===== config.mk =====
export PLATFORM = sky130hd
export DESIGN_NAME = pwm_ramp_ctrl
export DESIGN_NICKNAME = d
export VERILOG_FILES = /design/src/rtl/pwm_ctrl_pkg.sv /design/src/rtl/pwm_frame_timer.sv /design/src/rtl/pwm_ramp_ctrl.sv
export SDC_FILE = /design/constraint.sdc
export NUM_CORES = 1
export LEC_CHECK = 0
export CAP_MARGIN = 10
export CORE_MARGIN = 2
export CORE_UTILIZATION = 40
export DETAILED_ROUTE_END_ITERATION = 6
export RECOVER_POWER = 100
export SLEW_MARGIN = 15
export SYNTH_ARGS = -nofsm -noshare
export SYNTH_HDL_FRONTEND = slang
export SYNTH_SLANG_ARGS = --single-unit

===== constraint.sdc =====
create_clock -name clk -period 5.9 [get_ports clk]
set_input_delay 1.18 -clock clk [delete_from_list [all_inputs] [get_ports clk]]
set_output_delay 1.18 -clock clk [all_outputs]
set_load 0.03 [all_outputs]

===== src/rtl/pwm_ctrl_pkg.sv =====
// Shared constants and FSM encoding for the PWM ramp controller and its frame timer.
// Latency: n/a; backpressure: n/a.
package pwm_ctrl_pkg;

  localparam int PWM_W          = 8;
  localparam int PWM_DWELL_W    = 4;
  localparam int PWM_RST_PERIOD = 255;

  typedef enum logic [0:0] {
    ST_IDLE = 1'b0,
    ST_RAMP = 1'b1
  } state_e;

endpackage


===== src/rtl/pwm_frame_timer.sv =====
// Frame counter (period+2 clocks per frame) with a shadow period that goes live on the first tick after a load.
// Latency: load visible on the next frame_tick; backpressure: none, a new load simply overwrites the shadow.
module pwm_frame_timer
  import pwm_ctrl_pkg::*;
#(
  parameter int W          = PWM_W,
  parameter int RST_PERIOD = PWM_RST_PERIOD
) (
  input  logic         clk,
  input  logic         rst_n,
  input  logic         load_vld,
  input  logic [W-1:0] load_period,
  output logic [W-1:0] period,
  output logic         frame_tick
);

  logic [W:0]   frame_cnt;
  logic [W:0]   frame_last;
  logic [W-1:0] shadow_period;
  logic         load_pend;

  // Extra bit keeps period=2^W-1 from wrapping the terminal count.
  assign frame_last = {1'b0, period} + (W+1)'(1);
  assign frame_tick = (frame_cnt == frame_last);

  always_ff @(posedge clk or negedge rst_n) begin
    if (!rst_n) begin
      frame_cnt     <= '0;
      period        <= W'(RST_PERIOD);
      shadow_period <= W'(RST_PERIOD);
      load_pend     <= 1'b0;
    end else begin
      frame_cnt <= frame_tick ? '0 : frame_cnt + (W+1)'(1);
      // A tick in the load cycle itself must not promote the shadow.
      if (load_vld) begin
        shadow_period <= load_period;
        load_pend     <= 1'b1;
      end else if (frame_tick && load_pend) begin
        period    <= shadow_period;
        load_pend <= 1'b0;
      end
    end
  end

endmodule


===== src/rtl/pwm_ramp_ctrl.sv =====
// Ramp sequencer for the PWM generator: slews pulse_width toward a target one step per frame; optional PWM_RAMP_DWELL_EN.
// Latency: first step on the first frame_tick after accept; backpressure: cmd_ready low while ramping or in estop.
module pwm_ramp_ctrl
  import pwm_ctrl_pkg::*;
#(
  parameter int W          = PWM_W,
  parameter int DWELL_W    = PWM_DWELL_W,
  parameter int RST_PERIOD = PWM_RST_PERIOD
) (
  input  logic               clk,
  input  logic               rst_n,
  input  logic               cmd_valid,
  output logic               cmd_ready,
  input  logic [W-1:0]       cmd_period,
  input  logic [W-1:0]       cmd_target,
  input  logic [W-1:0]       cmd_step,
`ifdef PWM_RAMP_DWELL_EN
  input  logic [DWELL_W-1:0] cmd_dwell,
`endif
  input  logic               estop,
  output logic [W-1:0]       period,
  output logic [W-1:0]       pulse_width,
  output logic               frame_tick,
  output logic               busy,
  output logic               done
);

  state_e       state;
  logic [W-1:0] target_q;
  logic [W-1:0] step_q;
  logic [W-1:0] target_eff;
  logic [W-1:0] step_eff;
  logic [W-1:0] gap;
  logic         accept;
  logic         step_en;

  assign cmd_ready = (state == ST_IDLE) && !estop;
  assign accept    = cmd_valid && cmd_ready;
  assign busy      = (state == ST_RAMP);

  // cmd_target > cmd_period implies cmd_period < 2^W-1, so period+1 cannot wrap here.
  assign target_eff = (cmd_target <= cmd_period) ? cmd_target : cmd_period + W'(1);
  assign step_eff   = (cmd_step == '0) ? W'(1) : cmd_step;
  assign gap        = (target_q > pulse_width) ? target_q - pulse_width
                                               : pulse_width - target_q;

  pwm_frame_timer #(
    .W          (W),
    .RST_PERIOD (RST_PERIOD)
  ) u_frame_timer (
    .clk         (clk),
    .rst_n       (rst_n),
    .load_vld    (accept),
    .load_period (cmd_period),
    .period      (period),
    .frame_tick  (frame_tick)
  );

`ifdef PWM_RAMP_DWELL_EN
  logic [DWELL_W-1:0] dwell_q;
  logic [DWELL_W-1:0] dwell_cnt;

  always_ff @(posedge clk or negedge rst_n) begin
    if (!rst_n) begin
      dwell_q   <= '0;
      dwell_cnt <= '0;
    end else if (accept) begin
      dwell_q   <= cmd_dwell;
      dwell_cnt <= '0;
    end else if (frame_tick && (state == ST_RAMP)) begin
      dwell_cnt <= (dwell_cnt == dwell_q) ? '0 : dwell_cnt + DWELL_W'(1);
    end
  end

  assign step_en = frame_tick && (state == ST_RAMP) && (dwell_cnt == dwell_q);
`else
  logic unused_dwell;
  assign unused_dwell = |DWELL_W;
  assign step_en      = frame_tick && (state == ST_RAMP);
`endif

  always_ff @(posedge clk or negedge rst_n) begin
    if (!rst_n) begin
      state       <= ST_IDLE;
      pulse_width <= '0;
      target_q    <= '0;
      step_q      <= W'(1);
      done        <= 1'b0;
    end else begin
      done <= 1'b0;
      if (estop) begin
        state       <= ST_IDLE;
        pulse_width <= '0;
      end else if (accept) begin
        target_q <= target_eff;
        step_q   <= step_eff;
        state    <= ST_RAMP;
      end else if (step_en) begin
        // Snap to target when within one step, so there is never an overshoot or wrap.
        if (gap <= step_q) begin
          pulse_width <= target_q;
          state       <= ST_IDLE;
          done        <= 1'b1;
        end else if (target_q > pulse_width) begin
          pulse_width <= pulse_width + step_q;
        end else begin
          pulse_width <= pulse_width - step_q;
        end
      end
    end
  end

endmodule


==> results of run 1 <==
==> layer usage <==
layer	vias up	global-route usage (%)	part of all wire, %	wire, um
met5	-	0	0	0
met4	0	5.714	1.4	144
met3	10	2.932	2.7	284
met2	63	30.47	44	4601
met1	1653	29.38	52	5499
li1	1722	-	-	-
==> power groups by stage <==
stage,logic [W],registers (W),clock network [W]
after floorplan,0.000756,0.000607,0
after global placement,0.00106,0.000591,0
after detailed placement,0.00107,0.000592,0
after CTS,0.00108,0.000587,0.000227
after global routing,0.00119,0.000602,0.000244
final,0.00107,0.000585,0.000217
==> metrics by stage <==
| step | cell area, um^2 | hold slack (ns) | setup slack, ns |
|---|---|---|---|
| global placement | 4646 | 0.4503 | 1.614 |
| detailed placement | 4646 | 0.4544 | 1.382 |
| global route | 4705 | 0.5081 | 0.6893 |
| floorplan | 4063 | 0.4375 | 1.946 |
| CTS | 4735 | 0.4715 | 1.347 |
| finish | 4705 | 0.4680 | 0.9669 |
==> worst min-delay path: stages, from the launching register on <==
cell,delay (ns)
dfstp_2,0.38
nand2_1,0.05
nand2_1,0.05
==> Yosys cell counts, drive strengths merged (5+ instances only) <==
master / instances / area (um^2)
a21oi: 28 / 140.1
nand2b: 5 / 31.28
buf: 5 / 26.27
o21ai: 39 / 195.2
a31oi: 6 / 37.54
nor3: 11 / 55.05
o21a: 8 / 60.06
nand3: 14 / 82.58
a21o: 6 / 45.04
dfrtp: 35 / 875.8
nor4: 5 / 58.80
mux2: 9 / 101.4
dfstp: 17 / 446.7
inv: 43 / 161.4
clkbuf: 10 / 37.54
ha: 42 / 525.5
nor2: 24 / 90.09
nand2: 42 / 157.7
xnor2: 24 / 210.2
xor2: 13 / 113.9
a211oi: 6 / 45.04
nor2b: 7 / 43.79
nand4: 12 / 75.07
mux2i: 6 / 60.06
==> cell type report <==
type	instances	area [um^2]	area share (%)
Sequential cell	52	1323	28.11
Tap cell	133	166.4	3.537
Inverter	43	161.4	3.431
Multi-Input combinational cell	351	2492	52.98
Clock inverter	3	20.02	0.4255
Timing Repair Buffer	49	473.0	10.05
Clock buffer	5	68.82	1.463
==> cell families after synthesis <==
family          count (synthesis)  synth area share [%]
compound gates                118                 18.11
xor+xnor                       37                 7.977
fa+ha+maj                      45                 14.41
buf+inv                        58                 5.543
flops                          52                 32.55
mux                            15                 3.973
simple gates                  136                 17.43
==> layout by cell type (no fill, tap or decap), types with 3 or more instances in the layout <==
master	n
a211oi_1	6
a21o_1	6
a21oi_1	28
a31oi_1	6
and3_1	3
clkbuf_8	5
clkdlybuf4s50_1	24
dfrtp_1	35
dfstp_2	16
dlygate4sd3_1	22
fa_1	3
ha_1	42
inv_1	43
mux2_2	9
mux2i_1	6
nand2_1	42
nand2b_1	5
nand3_1	14
nand4_1	12
nor2_1	24
nor2b_1	7
nor3_1	11
nor4_1	3
o211ai_1	4
o21a_1	8
o21ai_0	39
o221ai_1	3
o31ai_1	4
or3_1	3
xnor2_1	24
xor2_1	13
==> registers in the layout, summed over array words and instances (netlist names) <==
signal,flops
u_frame_timer.period,8
target_q,8
busy,1
done,1
step_q,8
u_frame_timer.shadow_period,8
pulse_width,8
u_frame_timer.load_pend,1
u_frame_timer.frame_cnt,9
==> worst max-delay path by stage <==
stage	startpoint	end	slack, ns	depth (start not counted)
global route	u_frame_timer.period[0]	frame_tick	0.69	7
finish	u_frame_timer.period[0]	frame_tick	0.97	7
CTS	pulse_width[1]	pulse_width[7]	1.35	14
floorplan	pulse_width[2]	pulse_width[7]	1.95	16
global placement	pulse_width[1]	pulse_width[7]	1.61	14
detailed placement	pulse_width[1]	pulse_width[7]	1.38	14
==> flow_metrics.env, run 1 <==
export IMPL_grt_pass1_wl_um=17570
export IMPL_dieArea_mm2=0.01098
export IMPL_reg2reg_from="pulse_width[2]"
export IMPL_syn_cell_area_mm2=0.004063
export IMPL_clock_skew_ns=0.008531
export IMPL_route_detailed_drc=0
export IMPL_diodes=0
export IMPL_layout_cells_non_filler=636
export IMPL_synth_flop_cell="dfrtp_1"
export IMPL_detailed_place_hpwl_um=8238
export IMPL_postSynthCellCount=461
export IMPL_status="finished, violations left"
export IMPL_layout_min_cycle_time_ns=4.933
export IMPL_slowest_delay_ns=0.83
export IMPL_hp_class="reg2reg"
export IMPL_cts_resized=0
export IMPL_maxCapViolCount=1
export IMPL_p_sw_w=0.0008672
export IMPL_antenna_left=0
export IMPL_synth_warnings=0
export IMPL_pin_count=48
export IMPL_cts_buffer_depth=2
export IMPL_r2r_cells=14
export IMPL_crit_buf_inv=2
export IMPL_synth_cell_type_count=51
export IMPL_swShare_pct=46.46
export IMPL_drive_above_1_share_pct=7.753
export IMPL_final_core_util_pct=47.91
export IMPL_cts_reportedPaths_clkPinSlew_ns=0.10
export IMPL_report_final_slew_viol_count=53
export IMPL_track_usage_pct=20.00
export IMPL_worstHoldPathCells=2
export IMPL_p_per_area_mw_per_mm2=396.8
export IMPL_num_rows=36
export IMPL_synth_fp_nets=534
export IMPL_clkPwrFrac_pct=11.6
export IMPL_syn_to_final_growth_pct=15.80
export IMPL_fill_cells=989
export IMPL_cp_max_fo=14
export IMPL_cts_hold_buf=0
export IMPL_crit_required_ns=4.72
export IMPL_timing_rr_end="pulse_width[7]"
export IMPL_cts_setup_buffers=0
export IMPL_crit_slowest_cell="dlygate4sd3_1"
export IMPL_fin_crit_sh_pct=83.61
export IMPL_grt_pass1_vias=3432
export IMPL_rrSetupSlack_ns=1.35
export IMPL_path_class="reg2out"
export IMPL_clkSinkCount=52
export IMPL_dr_pass1_iters=4
export IMPL_core_area_mm2=0.009819
export IMPL_cellLeakagePower_nw=2.067
export IMPL_wl_um=10530
export IMPL_place_gp_congestion=0.8912
export IMPL_vias_per_cell=5.421
export IMPL_peakVddDrop_mv=0.1675
export IMPL_grt_start_max_net_pins=53
export IMPL_die_h_um=104.8
export IMPL_rsz0062_at_grt="false"
export IMPL_total_power_w=0.001867
export IMPL_crit_path_start_kind="flip-flop"
export IMPL_vias=3448
export IMPL_root_buffer="clkbuf_8"
export IMPL_synth_seq_cells=52
export IMPL_cp_cell_sequence="ha_1 -> nand3_1 -> or4_1 -> and4b_1 -> nor4_1 -> clkbuf_1 -> dlygate4sd3_1"
export IMPL_cp_end_kind="output port"
export IMPL_hold_end="u_frame_timer.shadow_period[0]"
export IMPL_power_frac_comb_pct=57.1
export IMPL_cts_made_buffers=5
export IMPL_slew_limit_headroom_pct=-90.89
export IMPL_violations="capacitance limit, slew limit"
export IMPL_ys_async_sr_fraction_pct=100.0
export IMPL_drt_iter0_markers=143
export IMPL_tightest_slew_ns=2.863
export IMPL_hp_start="u_frame_timer.shadow_period[0]"
export IMPL_timing_setup_tns_ns=0
export IMPL_num_nets_final=575
export IMPL_clock_latency_ns=0.32
export IMPL_p_int_w=0.0009995
export IMPL_cts_tree="built"
export IMPL_ys_seq_area_share_pct=32.55
export IMPL_htree_num_levels=2
export IMPL_setup_viol=0
export IMPL_antenna_found_initial=0
export IMPL_hold_viol_final=0
export IMPL_drt_wirelength_per_cell_um=16.56
export IMPL_die_w_um=104.8
export IMPL_port_buffers=47
export IMPL_synth_area_per_cell_um2=8.813
export IMPL_synth_edf_count=0
export IMPL_dp_cells=628
export IMPL_grt_ovfl_total=0
export IMPL_worstPathArrival_ns=3.75
export IMPL_start_util_pct=41.37
export IMPL_crit_family="buffers and inverters"
export IMPL_pwr_share_seq_pct=31.3
export IMPL_max_freq_mhz=202.7
Power figures use the tool's default switching activity.
==> run 2, diff against run 1 <==
==> constraint.sdc (replaced) <==
create_clock -name clk -period 4.2 [get_ports clk]
set_input_delay 0.84 -clock clk [delete_from_list [all_inputs] [get_ports clk]]
set_output_delay 0.84 -clock clk [all_outputs]
set_load 0.03 [all_outputs]
==> flow_metrics.env, run 2 (synthesized netlist as in run 1, its figures left out) <==
export IMPL_grt_pass1_vias=3580
export IMPL_placed_cell_area_mm2=0.004706
export IMPL_r2r_cells=15
export IMPL_regArea_mm2=0.001323
export IMPL_vias=3556
export IMPL_detailed_place_hpwl_um=8401
export IMPL_layout_min_cycle_time_ns=3.952
export IMPL_port_buffers=47
export IMPL_fill_cells=978
export IMPL_route_detailed_drc=0
export IMPL_place_gp_congestion=0.9212
export IMPL_violations="capacitance limit, slew limit"
export IMPL_grt_ovfl_total=0
export IMPL_clock_skew_ns=0.01026
export IMPL_multi_input_area_mm2=0.002527
export IMPL_drive_above_1_share_pct=10.57
export IMPL_dieArea_mm2=0.01098
export IMPL_diodes=0
export IMPL_p_per_area_mw_per_mm2=567.2
export IMPL_report_final_slew_viol_count=29
export IMPL_cts_made_buffers=5
export IMPL_start_util_pct=41.37
export IMPL_cts_buffer_depth=2
export IMPL_fin_crit_sh_pct=94.10
export IMPL_setup_viol=0
export IMPL_cts_hold_buf=0
export IMPL_grt_start_max_net_pins=29
export IMPL_grt_busiest_layer="met2"
export IMPL_cp_end_kind="flip-flop"
export IMPL_drt_wirelength_per_cell_um=16.39
export IMPL_wl_um=10560
export IMPL_final_cell_mix="inv_1, ha_1, nand2_1, o21ai_0, dfrtp_1"
export IMPL_layout_cells_non_filler=644
export IMPL_cts_setup_buffers=0
export IMPL_die_h_um=104.8
export IMPL_hold_viol_final=0
export IMPL_core_area_mm2=0.009819
export IMPL_largest_register="u_frame_timer.frame_cnt"
export IMPL_clock_latency_ns=0.32
export IMPL_clkSinkCount=52
export IMPL_cp_max_fo=11
export IMPL_antenna_left=0
export IMPL_final_common_cell="inv_1"
export IMPL_status="finished, violations left"
export IMPL_peakVddDrop_mv=0.1975
export IMPL_htree_num_levels=2
export IMPL_track_usage_pct=20.15
export IMPL_tightest_slew_ns=1.515
export IMPL_met1_usage_pct=27.06
export IMPL_final_core_util_pct=48.84
export IMPL_pin_count=48
export IMPL_worstPathArrival_ns=4.18
export IMPL_use_met2_pct=33.12
export IMPL_worstHoldPathCells=2
export IMPL_syn_to_final_growth_pct=18.05
export IMPL_crit_required_ns=4.42
export IMPL_root_buffer="clkbuf_8"
export IMPL_path_class="reg2reg"
export IMPL_num_rows=36
export IMPL_hp_class="reg2reg"
export IMPL_crit_path_start_kind="flip-flop"
export IMPL_dp_cells=636
export IMPL_cellLeakagePower_nw=2.090
export IMPL_largest_reg_flops=9
export IMPL_die_w_um=104.8
export IMPL_num_nets_final=583
export IMPL_max_freq_mhz=253.0
export IMPL_antenna_found_initial=0
export IMPL_design_area_mm2=0.004796
export IMPL_cts_tree="built"
export IMPL_vias_per_cell=5.522
export IMPL_slew_limit_headroom_pct=-1.021
export IMPL_gr_usage_met3_pct=2.807
export IMPL_rsz0062_at_grt="false"
export IMPL_dr_pass1_iters=5
export IMPL_maxCapViolCount=1
export IMPL_drt_iter0_markers=182
export IMPL_cts_reportedPaths_clkPinSlew_ns=0.11
export IMPL_grt_pass1_wl_um=17890
[run 2: through the flow]
step | hold slack [ns] | total power, W | setup TNS (ns) | setup WS (ns)
2_1_floorplan | 0.4375 | 0.001914 | 0 | 0.2455
3_3_place_gp | 0.4564 | 0.002343 | 0 | 0.1613
3_5_place_dp | 0.4685 | 0.002380 | -0.2275 | -0.1543
4_1_cts | 0.4863 | 0.002719 | 0 | 0.05888
5_1_grt | 0.5156 | 0.002966 | 0 | 0.01333
6_report | 0.4879 | 0.002720 | 0 | 0.2480
[run 2: what timing repair did]
action / CTS / global route
pin swaps: 0 / 2
setup endpoints to repair: 3 / 9
gates resized for setup: 2 / 10
[run 2: worst max-delay path: stages (launching register included)]
cell       delay, ns
dfrtp_1         0.45
inv_1           0.07
ha_1            0.40
nand4_1         0.15
a21oi_1         0.26
o21a_4          0.29
mux2i_2         0.32
nor2_1          0.07
a2111oi_0       0.40
ha_1            0.33
nand2_1         0.06
o21ai_0         0.14
o21a_2          0.22
nor2_1          0.28
nor3_1          0.11
o32ai_1         0.31
[run 2: where the power goes]
group | internal (W) | switching (W)
logic | 0.000666 | 0.000901
clock network | 0.000127 | 0.000202
registers | 0.000660 | 0.000166
total | 0.00145 | 0.00127
[run 2: path summary, 6_finish.rpt]
path	startpoint	end	slack (ns)
max in group asynchronous	rst_n	u_frame_timer.frame_cnt[0]	1.45
min in group asynchronous	rst_n	target_q[1]	0.87
min reg2reg	u_frame_timer.shadow_period[5]	u_frame_timer.shadow_period[5]	0.49
max	pulse_width[4]	pulse_width[7]	0.25
max reg2reg	pulse_width[4]	pulse_width[7]	0.25
min	u_frame_timer.shadow_period[5]	u_frame_timer.shadow_period[5]	0.49
[run 2: cell type report]
| type | instances | area share, % |
|---|---|---|
| multi-input cells | 351 | 52.70 |
| flip-flops and latches | 52 | 27.58 |
| repair buffers | 57 | 10.85 |
| well taps | 133 | 3.470 |
| inverters | 43 | 3.366 |
| clock buffers | 5 | 1.435 |
| clock inverters | 3 | 0.6001 |
[run 2: per-layer routing]
metal  vias up  part of all wire [%]
met3        13                   5.1
met1      1705                    46
met5         -                     0
met2       102                    47
li1       1736                     -
met4         0                   1.9
==> run 3, diff against run 2 <==
--- a/config.mk
+++ b/config.mk
@@ -8,6 +8,7 @@
 export CAP_MARGIN = 10
 export CORE_MARGIN = 2
 export CORE_UTILIZATION = 40
+export CTS_CLUSTER_DIAMETER = 150
 export DETAILED_ROUTE_END_ITERATION = 6
 export RECOVER_POWER = 100
 export SLEW_MARGIN = 15
==> constraint.sdc (replaced) <==
create_clock -name clk -period 4.25 [get_ports clk]
set_input_delay 0.85 -clock clk [delete_from_list [all_inputs] [get_ports clk]]
set_output_delay 0.85 -clock clk [all_outputs]
set_load 0.03 [all_outputs]
==> flow_metrics.env, run 3 (synthesized netlist as in run 1, its figures left out) <==
export IMPL_grt_ovfl_total=0
export IMPL_p_int_w=0.001422
export IMPL_pwr_share_seq_pct=30.8
export IMPL_wl_um=10190
export IMPL_num_nets_final=584
export IMPL_cp_end_kind="output port"
export IMPL_regArea_mm2=0.001323
export IMPL_place_gp_congestion=0.9046
export IMPL_slew_limit_headroom_pct=1.006
export IMPL_clock_latency_ns=0.33
export IMPL_fill_cells=997
export IMPL_max_freq_mhz=250.5
export IMPL_crit_path_start_kind="flip-flop"
export IMPL_antenna_found_initial=0
export IMPL_num_rows=36
export IMPL_cts_buffer_depth=2
export IMPL_p_per_area_mw_per_mm2=552.3
export IMPL_detailed_place_hpwl_um=8178
export IMPL_grt_pass1_vias=3521
export IMPL_dieArea_mm2=0.01098
export IMPL_route_detailed_drc=0
export IMPL_pin_count=48
export IMPL_final_core_util_pct=48.64
export IMPL_final_cell_mix="inv_1, ha_1, nand2_1, o21ai_0, dfrtp_1"
export IMPL_clock_skew_ns=0.009716
export IMPL_vias_per_cell=5.403
export IMPL_port_buffers=47
export IMPL_dr_pass1_iters=4
export IMPL_root_buffer="clkbuf_8"
export IMPL_grt_busiest_layer="met2"
export IMPL_clkSinkCount=52
export IMPL_path_class="reg2out"
export IMPL_cts_reportedPaths_clkPinSlew_ns=0.10
export IMPL_report_final_slew_viol_count=0
export IMPL_die_h_um=104.8
export IMPL_start_util_pct=41.37
export IMPL_crit_required_ns=3.40
export IMPL_setup_viol=0
export IMPL_largest_reg_flops=9
export IMPL_vias=3485
export IMPL_timing_setup_tns_ns=0
export IMPL_hold_viol_final=0
export IMPL_gr_usage_met3_pct=2.620
export IMPL_clkPwrFrac_pct=11.8
export IMPL_htree_num_levels=2
export IMPL_worstPathArrival_ns=3.14
export IMPL_multi_input_area_mm2=0.002505
export IMPL_grt_start_max_net_pins=29
export IMPL_track_usage_pct=19.41
export IMPL_met1_usage_pct=26.14
export IMPL_grt_pass1_wl_um=17270
export IMPL_hp_class="reg2reg"
export IMPL_largest_register="u_frame_timer.frame_cnt"
export IMPL_swShare_pct=46.09
export IMPL_core_area_mm2=0.009819
export IMPL_tightest_slew_ns=1.485
export IMPL_drt_iter0_markers=163
export IMPL_peakVddDrop_mv=0.1965
export IMPL_power_frac_comb_pct=57.4
export IMPL_p_sw_w=0.001216
export IMPL_cellLeakagePower_nw=2.090
export IMPL_diodes=0
export IMPL_use_met2_pct=32.79
export IMPL_cts_made_buffers=5
export IMPL_drt_wirelength_per_cell_um=15.79
export IMPL_syn_to_final_growth_pct=17.55
export IMPL_cts_tree="built"
export IMPL_final_common_cell="inv_1"
export IMPL_rsz0062_at_grt="false"
export IMPL_layout_min_cycle_time_ns=3.992
export IMPL_status="finished clean"
export IMPL_maxCapViolCount=0
export IMPL_die_w_um=104.8
export IMPL_cp_max_fo=6
export IMPL_drive_above_1_share_pct=9.375
export IMPL_fin_crit_sh_pct=93.93
export IMPL_antenna_left=0
[run 3: final cells by class]
cell class	count	area share [%]
inverter	43	3.380
clock inverter	3	0.4978
sequential	52	27.69
tap	133	3.484
multi-input combinational	351	52.45
clock buffer	5	1.441
timing repair buffer	58	11.06
[run 3: per-layer routing]
metal | share of wire, % | vias up
li1 | - | 1739
met2 | 47 | 91
met4 | 1.3 | 0
met1 | 47 | 1647
met5 | 0 | -
met3 | 5.0 | 8
[run 3: worst max-delay path, cell delays in order, from the launching register on]
cell	delay, ns
dfstp_1	0.65
ha_1	0.28
nand3_1	0.17
or4_1	0.50
and4b_1	0.27
nor4_2	0.22
clkdlybuf4s50_1	0.73
[run 3: power groups by stage]
stage / sequential [W] / clock (W) / combinational, W
global placement: 0.000824 / 0 / 0.00148
CTS: 0.000817 / 0.000321 / 0.00151
global route: 0.000840 / 0.000335 / 0.00168
detailed placement: 0.000827 / 0 / 0.00150
finish: 0.000812 / 0.000311 / 0.00151
floorplan: 0.000842 / 0 / 0.00105
[run 3: path summary, 6_finish.rpt]
path,start,cells past startpoint,endpoint,slack (ns)
max,u_frame_timer.period[0],6,frame_tick,0.26
min,u_frame_timer.shadow_period[0],2,u_frame_timer.shadow_period[0],0.47
max reg2reg,target_q[0],17,pulse_width[7],0.28
min reg2reg,u_frame_timer.shadow_period[0],2,u_frame_timer.shadow_period[0],0.47
max in group asynchronous,rst_n,2,pulse_width[0],1.50
min in group asynchronous,rst_n,1,target_q[0],0.86
[run 3: through the flow]
step	cell area, um^2	hold WS [ns]	std cells	setup slack (ns)	total power, W
global route	4776	0.4866	645	0.002628	0.002855
finish	4776	0.4681	645	0.2580	0.002638
floorplan	4063	0.4375	461	0.2955	0.001891
CTS	4785	0.4724	642	0.1096	0.002650
detailed placement	4691	0.4551	634	0.01487	0.002325
global placement	4691	0.4568	634	0.1872	0.002308
[run 3: what timing repair did]
item / CTS / global route
resized for setup: 1 / 4
buffers inserted: 0 / 3
pin swaps: 0 / 1
setup endpoints to repair: 1 / 6
hold buffers: 0 / 0
